### config.mk
export PLATFORM = sky130hd
export DESIGN_NAME = uart_rx_byte
export DESIGN_NICKNAME = d
export VERILOG_FILES = /design/src/rtl/uart_rx_byte.sv
export SDC_FILE = /design/constraint.sdc
export NUM_CORES = 1
export LEC_CHECK = 0
export ABC_AREA = 1
export BUFFER_PORTS_ARGS = -buffer_cell sky130_fd_sc_hd__buf_2
export CELL_PAD_IN_SITES_DETAIL_PLACEMENT = 0
export CELL_PAD_IN_SITES_GLOBAL_PLACEMENT = 2
export CORE_MARGIN = 3
export CORE_UTILIZATION = 38
export CTS_CLUSTER_DIAMETER = 200
export DETAILED_ROUTE_END_ITERATION = 6
export PLACE_DENSITY_LB_ADDON = 0.1
export SETUP_SLACK_MARGIN = 0.15
export SLEW_MARGIN = 20
export SYNTH_ARGS = -nofsm -noshare
export SYNTH_HDL_FRONTEND = slang
export SYNTH_SLANG_ARGS = --single-unit
### constraint.sdc
create_clock -name iClk -period 4.27 [get_ports iClk]
set_input_delay 0.6405 -clock iClk [delete_from_list [all_inputs] [get_ports iClk]]
set_output_delay 0.6405 -clock iClk [all_outputs]
set_load 0.05 [all_outputs]
### src/rtl/uart_rx_byte.sv
// Purpose : 8N1 serial byte receiver (LSB first) with a level-held ready strobe and framing-error flag.
// Latency : omData/omData_Ready rise 1 cycle after the stop-bit centre sample (~9.5 bit times + 3 cycles after the start edge).
// Backpr. : none; the line cannot be stalled. A byte is offered as a READY_LEN-cycle strobe and bad frames are never forwarded.
//
// Ports:
//   iClk          system clock
//   iRst_n        asynchronous active-low reset
//   iRx           asynchronous serial line, idle high
//   omData        last good received byte, held until the next good byte
//   omData_Ready  high for READY_LEN cycles per good byte
//   oFrame_Err    one-cycle pulse when the stop bit samples low
//   oBusy         high while a frame is in progress (START, DATA, STOP, BREAK)

module uart_rx_byte #(
  parameter int CLKS_PER_BIT = 434,
  parameter int READY_LEN    = 16
) (
  input  logic       iClk,
  input  logic       iRst_n,
  input  logic       iRx,
  output logic [7:0] omData,
  output logic       omData_Ready,
  output logic       oFrame_Err,
  output logic       oBusy
);

  localparam int TW = $clog2(CLKS_PER_BIT);
  localparam int RW = $clog2(READY_LEN + 1);

  localparam logic [TW-1:0] T_HALF = TW'(CLKS_PER_BIT / 2 - 1);
  localparam logic [TW-1:0] T_FULL = TW'(CLKS_PER_BIT - 1);
  localparam logic [TW-1:0] T_ONE  = TW'(1);
  localparam logic [RW-1:0] R_LOAD = RW'(READY_LEN);
  localparam logic [RW-1:0] R_ONE  = RW'(1);

  typedef enum logic [2:0] {
    S_IDLE,
    S_START,
    S_DATA,
    S_STOP,
    S_BREAK
  } state_t;

  // Synchronizer flops reset to 1 so a released reset on an idle line does
  // not look like a start edge.
  logic          rx_meta_q, rx_meta_d;
  logic          rx_s_q,    rx_s_d;

  state_t        state_q,   state_d;
  logic [TW-1:0] timer_q,   timer_d;
  logic [2:0]    idx_q,     idx_d;
  logic [7:0]    shift_q,   shift_d;
  logic [7:0]    data_q,    data_d;
  logic [RW-1:0] rdy_cnt_q, rdy_cnt_d;
  logic          frame_err_q, frame_err_d;

  always_ff @(posedge iClk or negedge iRst_n) begin
    if (!iRst_n) begin
      rx_meta_q   <= 1'b1;
      rx_s_q      <= 1'b1;
      state_q     <= S_IDLE;
      timer_q     <= '0;
      idx_q       <= '0;
      shift_q     <= '0;
      data_q      <= '0;
      rdy_cnt_q   <= '0;
      frame_err_q <= 1'b0;
    end else begin
      rx_meta_q   <= rx_meta_d;
      rx_s_q      <= rx_s_d;
      state_q     <= state_d;
      timer_q     <= timer_d;
      idx_q       <= idx_d;
      shift_q     <= shift_d;
      data_q      <= data_d;
      rdy_cnt_q   <= rdy_cnt_d;
      frame_err_q <= frame_err_d;
    end
  end

  always_comb begin
    rx_meta_d   = iRx;
    rx_s_d      = rx_meta_q;
    state_d     = state_q;
    timer_d     = timer_q;
    idx_d       = idx_q;
    shift_d     = shift_q;
    data_d      = data_q;
    frame_err_d = 1'b0;

    // The ready strobe is a free-running down-counter, independent of the
    // FSM. A reload can only come from a stop bit at least 9 bit times after
    // the previous one, so it never truncates a strobe still in flight.
    rdy_cnt_d = (rdy_cnt_q != '0) ? (rdy_cnt_q - R_ONE) : rdy_cnt_q;

    unique case (state_q)
      S_IDLE: begin
        if (!rx_s_q) begin
          state_d = S_START;
          timer_d = '0;
        end
      end

      // Re-check the line at mid start bit to reject glitches; from here on
      // every sample lands on a bit centre.
      S_START: begin
        if (timer_q == T_HALF) begin
          timer_d = '0;
          if (rx_s_q) begin
            state_d = S_IDLE;
          end else begin
            state_d = S_DATA;
            idx_d   = '0;
          end
        end else begin
          timer_d = timer_q + T_ONE;
        end
      end

      S_DATA: begin
        if (timer_q == T_FULL) begin
          timer_d        = '0;
          shift_d[idx_q] = rx_s_q;
          idx_d          = idx_q + 3'd1;
          if (idx_q == 3'd7) begin
            state_d = S_STOP;
          end
        end else begin
          timer_d = timer_q + T_ONE;
        end
      end

      // Returning to IDLE at mid stop bit leaves half a bit of margin to
      // catch a back-to-back start edge.
      S_STOP: begin
        if (timer_q == T_FULL) begin
          timer_d = '0;
          if (rx_s_q) begin
            data_d    = shift_q;
            rdy_cnt_d = R_LOAD;
            state_d   = S_IDLE;
          end else begin
            frame_err_d = 1'b1;
            state_d     = S_BREAK;
          end
        end else begin
          timer_d = timer_q + T_ONE;
        end
      end

      // Line held low past the stop bit (break or framing error): wait for
      // idle before hunting for the next start edge.
      S_BREAK: begin
        if (rx_s_q) begin
          state_d = S_IDLE;
        end
      end

      default: begin
        state_d = S_IDLE;
      end
    endcase
  end

  assign omData       = data_q;
  assign omData_Ready = (rdy_cnt_q != '0);
  assign oFrame_Err   = frame_err_q;
  assign oBusy        = (state_q != S_IDLE);

endmodule

==> results.cfg, run 1 <==
[global_route]
grt.total_usage_pct = 14.49
grt_max_degree = 40
grt_pass1_wl_um = 7369
grt_antenna_before_repair = 0
overflow = 0
first_global_vias = 1566

[synthesis]
yosysMostFrequentCell = nand2_1
synth_edf_count = 0
synth_nets = 282
seq_area_frac_synth_pct = 45.28
yosysTopAreaCell = dfrtp_1
synth_area_per_cell_sq_um = 7.915
synth_top_area_share_pct = 42.85
synthTopCellsByCount = 75 x nand2_1, 37 x dfrtp_1, 33 x nor2_1
synth_seq_cells = 39
syn_inst = 273
yosysWarnings = 0
synth_area_leaders = dfrtp_1 43%, nand2_1 13%, nand4_1 6.1%
async_flop_share_pct = 100.0
syn-cell-area_sq_um = 2161
synth_ff_type = dfrtp_1
synth.distinct_cells = 26

[setup_path]
r2r_cells = 7
crit_path_end_kind = output port
cp-start-kind = flop
critPathMaxFanout = 6
path_cells = inv_1 > ha_1 > nand2_1 > or2_2 > buf_2
slowest_delay_ns = 0.41
path_class = reg2out
crit_cells = 5
critical_path_buf_inv_count = 2
arrival_ns = 1.56
r2r_slack_ns = 2.45
critPathTopFamily = flip-flops
required_ns = 3.63
critical-path-slowest-cell = dfrtp_1

[clock_network]
clk_pin_slew_worst_paths_ns = 0.08
clock_sinks = 39
cts-root-buf = clkbuf_8
cts_tree = done
post_cts_resize_count = 0
cts_setup_buffers = 0
cts_hold_buf = 0
clockBufferDepth = 2
cts_buffers = 5
clk_latency_ns = 0.29
htree_num_levels = 2

[power]
combPwrFrac_pct = 1.1
pwr-share-seq_pct = 49.6
vdd_drop_max_mv = 0.1443
p_leak_nw = 1.188
p_sw_share_pct = 19.49
p_clk_share_pct = 49.2
p_int_mw = 0.6053
powerDensity_nw_per_um2 = 314.8
p_switching_mw = 0.1465

[sta]
setup_tns_ns = 0
final_hold_viol_count = 0
drv_slew = 0
period_share_pct = 51.63
slew_headroom_pct = 40.51
fin_worst_skew_ns = 0.007678
tightest_slew_ns = 0.8923
setup_violations = 0
rsz0062_at_grt = no
fin_crit_ns = 2.204
fmax_ghz = 0.4536

[detailed_routing]
wl_um = 4255
num_vias = 1682
drt_iter0_markers = 95
drc = 0
highest_layer = met4
viasPerCell = 4.725
wl_met3_um = 133
wl_met2_um = 1851
dr.pass1.iters = 4
m1WireLength_um = 2211
antenna_left = 0
post_drt_wl_per_cell_um = 11.95

[floorplanning]
dieArea_sq_um = 6628
io_pins = 14
start_util_pct = 40.75
die_w_um = 81.41
die_h_um = 81.41
num_rows = 26
core_sq_um = 5303

[place]
dpl.hpwl_um = 3024
place.gp.congestion = 0.7883
place_area_sq_um = 2256
dp.cells = 348
io_buffers = 13

[hold_path]
whs_path_depth = 0
min_path_type = reg2reg

[status]
outcome = finished clean

[cells_and_area]
register_area_sq_um = 978.4
syn2layout_area_growth_pct = 10.54
final.fill_count = 559
stdcell_area_sq_um = 2389
nNetsFinal = 294
multi_input_comb_area_sq_um = 1001
fin_cells = 356
drive_above_1_share_pct = 19.23
diodes = 0

[job]
drv_cap = 0
[worst reg2reg max path: stages (launching register included)]
cell and delay [ns]:
dfrtp_1 0.40, inv_1 0.10, ha_1 0.21, nand3_2 0.09, nor2_2 0.17, nand3_2 0.44
nand2_1 0.22, o21ai_2 0.07
[cells in the final DEF (no fill, tap or decap)]
cell       count
nor2_4         2
clkbuf_1       1
or2_2          1
nand2_2       10
ha_1           6
inv_2          4
dfrtp_1       37
a21oi_2        1
clkinv_1       1
nand3_2        2
nor2_2         3
dfstp_2        2
bufinv_16      2
nor3_1         3
nand3_1       16
inv_1         28
xnor2_1        2
clkbuf_8       5
nand4_1       21
nand2_1       75
nor3_4         1
o21ai_2        8
nand2_4        1
o21ai_0        8
nor2_1        33
buf_2         13
[flip-flops by register name (all words and copies together), names as in the netlist, 3 cells and up]
signal / cells
timer_q: 9
omData: 8
idx_q: 3
shift_q: 8
state_q: 3
rdy_cnt_q: 5
[stage by stage]
stage / power [mW] / hold slack (ns) / setup slack (ns) / utilization (%)
global route: 0.7819 / 0.3713 / 1.959 / 45.04
global placement: 0.3895 / 0.3457 / 2.393 / 42.54
floorplan: 0.3804 / 0.3449 / 2.299 / -
CTS: 0.7622 / 0.3592 / 2.026 / 45.04
detailed placement: 0.3897 / 0.3475 / 2.359 / 42.54
finish: 0.7518 / 0.3580 / 2.066 / 45.04
[power groups by stage]
stage / Clock (mW) / Sequential [mW] / Combinational, mW
5_1_grt: 0.398 / 0.373 / 0.0103
3_3_place_gp: 0 / 0.381 / 0.00890
2_1_floorplan: 0 / 0.379 / 0.00148
6_report: 0.370 / 0.373 / 0.00832
4_1_cts: 0.380 / 0.373 / 0.00938
3_5_place_dp: 0 / 0.381 / 0.00920
[final timing paths]
kind | start | end
setup / recovery | rdy_cnt_q[0] | omData_Ready
hold / removal | rx_meta_q | rx_s_q
setup reg to reg | timer_q[1] | omData[3]
hold reg to reg | rx_meta_q | rx_s_q
max in group asynchronous | iRst_n | omData[2]
min in group asynchronous | iRst_n | oFrame_Err
[metal layers]
layer	global-route usage, %	up-vias
met1	20.21	758
met2	22.07	20
li1	-	899
met3	3.618	5
met5	0	-
met4	4.561	0
[logic make-up after synthesis]
| family | after synthesis | share of synthesized area (%) |
|---|---|---|
| AO/OA/AOI/OAI | 17 | 5.501 |
| buffers and inverters | 41 | 8.395 |
| XOR/XNOR | 2 | 0.8108 |
| adder cells (fa/ha/maj) | 6 | 3.474 |
| AND/OR/NAND/NOR | 168 | 36.54 |
| flip-flops | 39 | 45.28 |
[cell type report]
cell class / instances / share of cell area, %
Clock buffer: 6 / 3.038
Clock inverter: 2 / 2.514
Inverter: 33 / 5.186
Multi-Input combinational cell: 193 / 41.91
Sequential cell: 39 / 40.96
Tap cell: 70 / 3.667
Timing Repair Buffer: 13 / 2.724
No activity file was read; power rests on OpenSTA's default activity.
==> run 2: changes to the inputs <==
--- a/config.mk
+++ b/config.mk
@@ -5,12 +5,12 @@
 export SDC_FILE = /design/constraint.sdc
 export NUM_CORES = 1
 export LEC_CHECK = 0
-export ABC_AREA = 1
+export ABC_AREA = 0
 export BUFFER_PORTS_ARGS = -buffer_cell sky130_fd_sc_hd__buf_2
 export CELL_PAD_IN_SITES_DETAIL_PLACEMENT = 0
 export CELL_PAD_IN_SITES_GLOBAL_PLACEMENT = 2
 export CORE_MARGIN = 3
-export CORE_UTILIZATION = 38
+export CORE_UTILIZATION = 39
 export CTS_CLUSTER_DIAMETER = 200
 export DETAILED_ROUTE_END_ITERATION = 6
 export PLACE_DENSITY_LB_ADDON = 0.1
==> constraint.sdc (replaced) <==
create_clock -name iClk -period 2.1 [get_ports iClk]
set_input_delay 0.315 -clock iClk [delete_from_list [all_inputs] [get_ports iClk]]
set_output_delay 0.315 -clock iClk [all_outputs]
set_load 0.05 [all_outputs]
==> run 2 against run 1 <==
Compared with the run above: clock-buffer cell count is 1 higher; setup slack worse by 1.9 ns; sequential share of layout area is 1.7 points higher; cell count is 22% lower; wire length is 8.8% lower; register-to-register slack worse by 2.2 ns; final area is 4.0% lower; synthesized area is 8.6% lower; total power is 66% higher; die area is 10% lower; critical path type is now reg2reg; highest routed layer unchanged.
==> results.cfg, run 2 <==
[sta]
period_share_pct = 90.08
final_hold_viol_count = 0
setup_violations = 0
slew_headroom_pct = 42.76
setup_tns_ns = 0
fmax_ghz = 0.5287
drv_slew = 0
fin_worst_skew_ns = 0.005694
fin_crit_ns = 1.892
rsz0062_at_grt = yes
tightest_slew_ns = 0.8586

[floorplanning]
core_sq_um = 4817
die_h_um = 77.15
io_pins = 14
die_w_um = 77.15
dieArea_sq_um = 5952
start_util_pct = 40.99
num_rows = 25

[synthesis]
seq_area_frac_synth_pct = 49.56
syn_inst = 179
synth_ff_type = dfrtp_1
async_flop_share_pct = 100.0
yosysTopAreaCell = dfrtp_1
synth_adder_area_share_pct = 3.802
synth_xor_area_share_pct = 1.774
yosysMostFrequentCell = dfrtp_1
muxShareOfSynthArea_pct = 9.696
syn-cell-area_sq_um = 1974
synth_nets = 188
synth_compound_area_share_pct = 8.428
synth_area_per_cell_sq_um = 11.03
yosysWarnings = 0
synth_seq_cells = 39
synthTopCellsByCount = 37 x dfrtp_1, 18 x nand2_1, 15 x mux2_2
synthSimpleGateAreaFrac_pct = 22.88
synth_area_leaders = dfrtp_1 47%, mux2_2 8.6%, ha_1 3.8%
synth_top_area_share_pct = 46.89
synth_top_family_by_area = simple AND/OR/NAND/NOR gates
synth.distinct_cells = 41
synth_edf_count = 0

[place]
place.gp.congestion = 0.8137
dpl.hpwl_um = 2784
place_area_sq_um = 2170
dp.cells = 264
io_buffers = 13

[global_route]
grt_max_degree = 40
grt.total_usage_pct = 14.48
first_global_vias = 1419
overflow = 0
grt_antenna_before_repair = 0
grt_pass1_wl_um = 6906

[cells_and_area]
diodes = 0
drive_above_1_share_pct = 30.62
syn2layout_area_growth_pct = 16.16
layout_commonest_cell = dfrtp_1
largest_register_ff_count = 9
fin_cells = 276
stdcell_area_sq_um = 2293
nNetsFinal = 217
layout_common_cells = 37 x dfrtp_1, 18 x nand2_1, 17 x buf_4, 15 x mux2_2, 14 x nor2_1
top_register = timer_q

[clock_network]
cts_buffers = 5
htree_num_levels = 2
clk_latency_ns = 0.28
clockBufferDepth = 2
clock_sinks = 39
clk_pin_slew_worst_paths_ns = 0.07
cts_tree = done
cts-root-buf = clkbuf_8

[power]
p_leak_nw = 1.150
vdd_drop_max_mv = 0.2316
powerDensity_nw_per_um2 = 544.2

[hold_path]
whs_path_depth = 1
min_path_type = in2reg

[setup_path]
critPathMaxFanout = 7
critPathLaunch = timer_q[1]
cp-start-kind = flop
crit_path_end_kind = flop
arrival_ns = 2.06
critPathCapture = shift_q[4]
r2r_start = timer_q[1]
r2r_end = shift_q[4]
required_ns = 2.26
r2r_slack_ns = 0.21
path_class = reg2reg
r2r_cells = 6

[detailed_routing]
antenna_left = 0
drc = 0
wl_um = 3881
drt_iter0_markers = 61
viasPerCell = 5.221
post_drt_wl_per_cell_um = 14.06
dr.pass1.iters = 4
num_vias = 1441

[status]
outcome = finished clean

[job]
drv_cap = 0
## run 2: cell count changes after synthesis, moves of 8 or more
cell / change
nand2_1: -57
inv_1: -23
nand4_1: -19
nor2_1: -19
mux2_2: +15
nand3_1: -11
nand2_2: -10
o21ai_2: -8
## run 2: how the worst min path moves through the flow
stage               from        end  slack, ns
3_5_place_dp   rx_meta_q     rx_s_q       0.35
6_report             iRx  rx_meta_q       0.13
4_1_cts              iRx  rx_meta_q       0.11
3_3_place_gp   rx_meta_q     rx_s_q       0.35
2_1_floorplan     iRst_n   idx_q[0]       0.02
5_1_grt              iRx  rx_meta_q       0.10
## run 2: power breakdown
| part | internal (mW) | switching, mW |
|---|---|---|
| Clock | 0.233 | 0.238 |
| Sequential | 0.755 | 0.00451 |
| Combinational | 0.00281 | 0.0153 |
| Total | 0.990 | 0.258 |
## run 2: stage by stage
stage	total power, mW	hold WS (ns)	setup WS [ns]	utilization (%)
after floorplan	0.7743	0.01941	0.3847	-
after global placement	0.7918	0.3474	0.08722	45.04
after detailed placement	0.7930	0.3498	0.03284	45.04
after CTS	1.279	0.1115	0.1712	47.06
after global routing	1.319	0.1045	0.1427	47.61
final	1.248	0.1257	0.2084	47.61
## run 2: layer usage
metal	vias up	part of all wire [%]	GRT usage [%]
met5	-	0	0
met4	0	2.0	5.694
met3	8	3.0	3.756
met2	20	48	22.37
met1	710	47	19.37
li1	703	-	-
## run 2: logic make-up (layout without fill, tap and decap cells)
logic type,after synthesis,after routing
buffers and inverters,13,43
and+or+nand+nor,75,75
xor gates and xnor gates,4,4
muxes,17,17
adders and majority gates,6,6
DFF,39,39
AOI/OAI and AO/OA,25,25
## run 2: worst max-delay path, cell delays in order (launching register included)
cell and delay (ns):
dfrtp_1 0.40, inv_2 0.08, ha_2 0.19, and4bb_1 0.22
and4b_2 0.32, and4bb_2 0.24, mux2_2 0.32
## run 2: final cells by class
class	count	area [sq um]
tap	67	83.83
clock buffer	7	76.32
timing repair buffer	30	192.7
multi-input combinational	127	938.4
clock inverter	1	5.005
fill	470	2524
inverter	5	18.77
sequential	39	978.4
## run 2: repair_timing
action                     CTS  global route
hold buffers                 0             0
buffers inserted             2             2
setup endpoints to repair    4            10
pin swaps                    1             1
cloned                       0             0
gates resized for setup      1             3
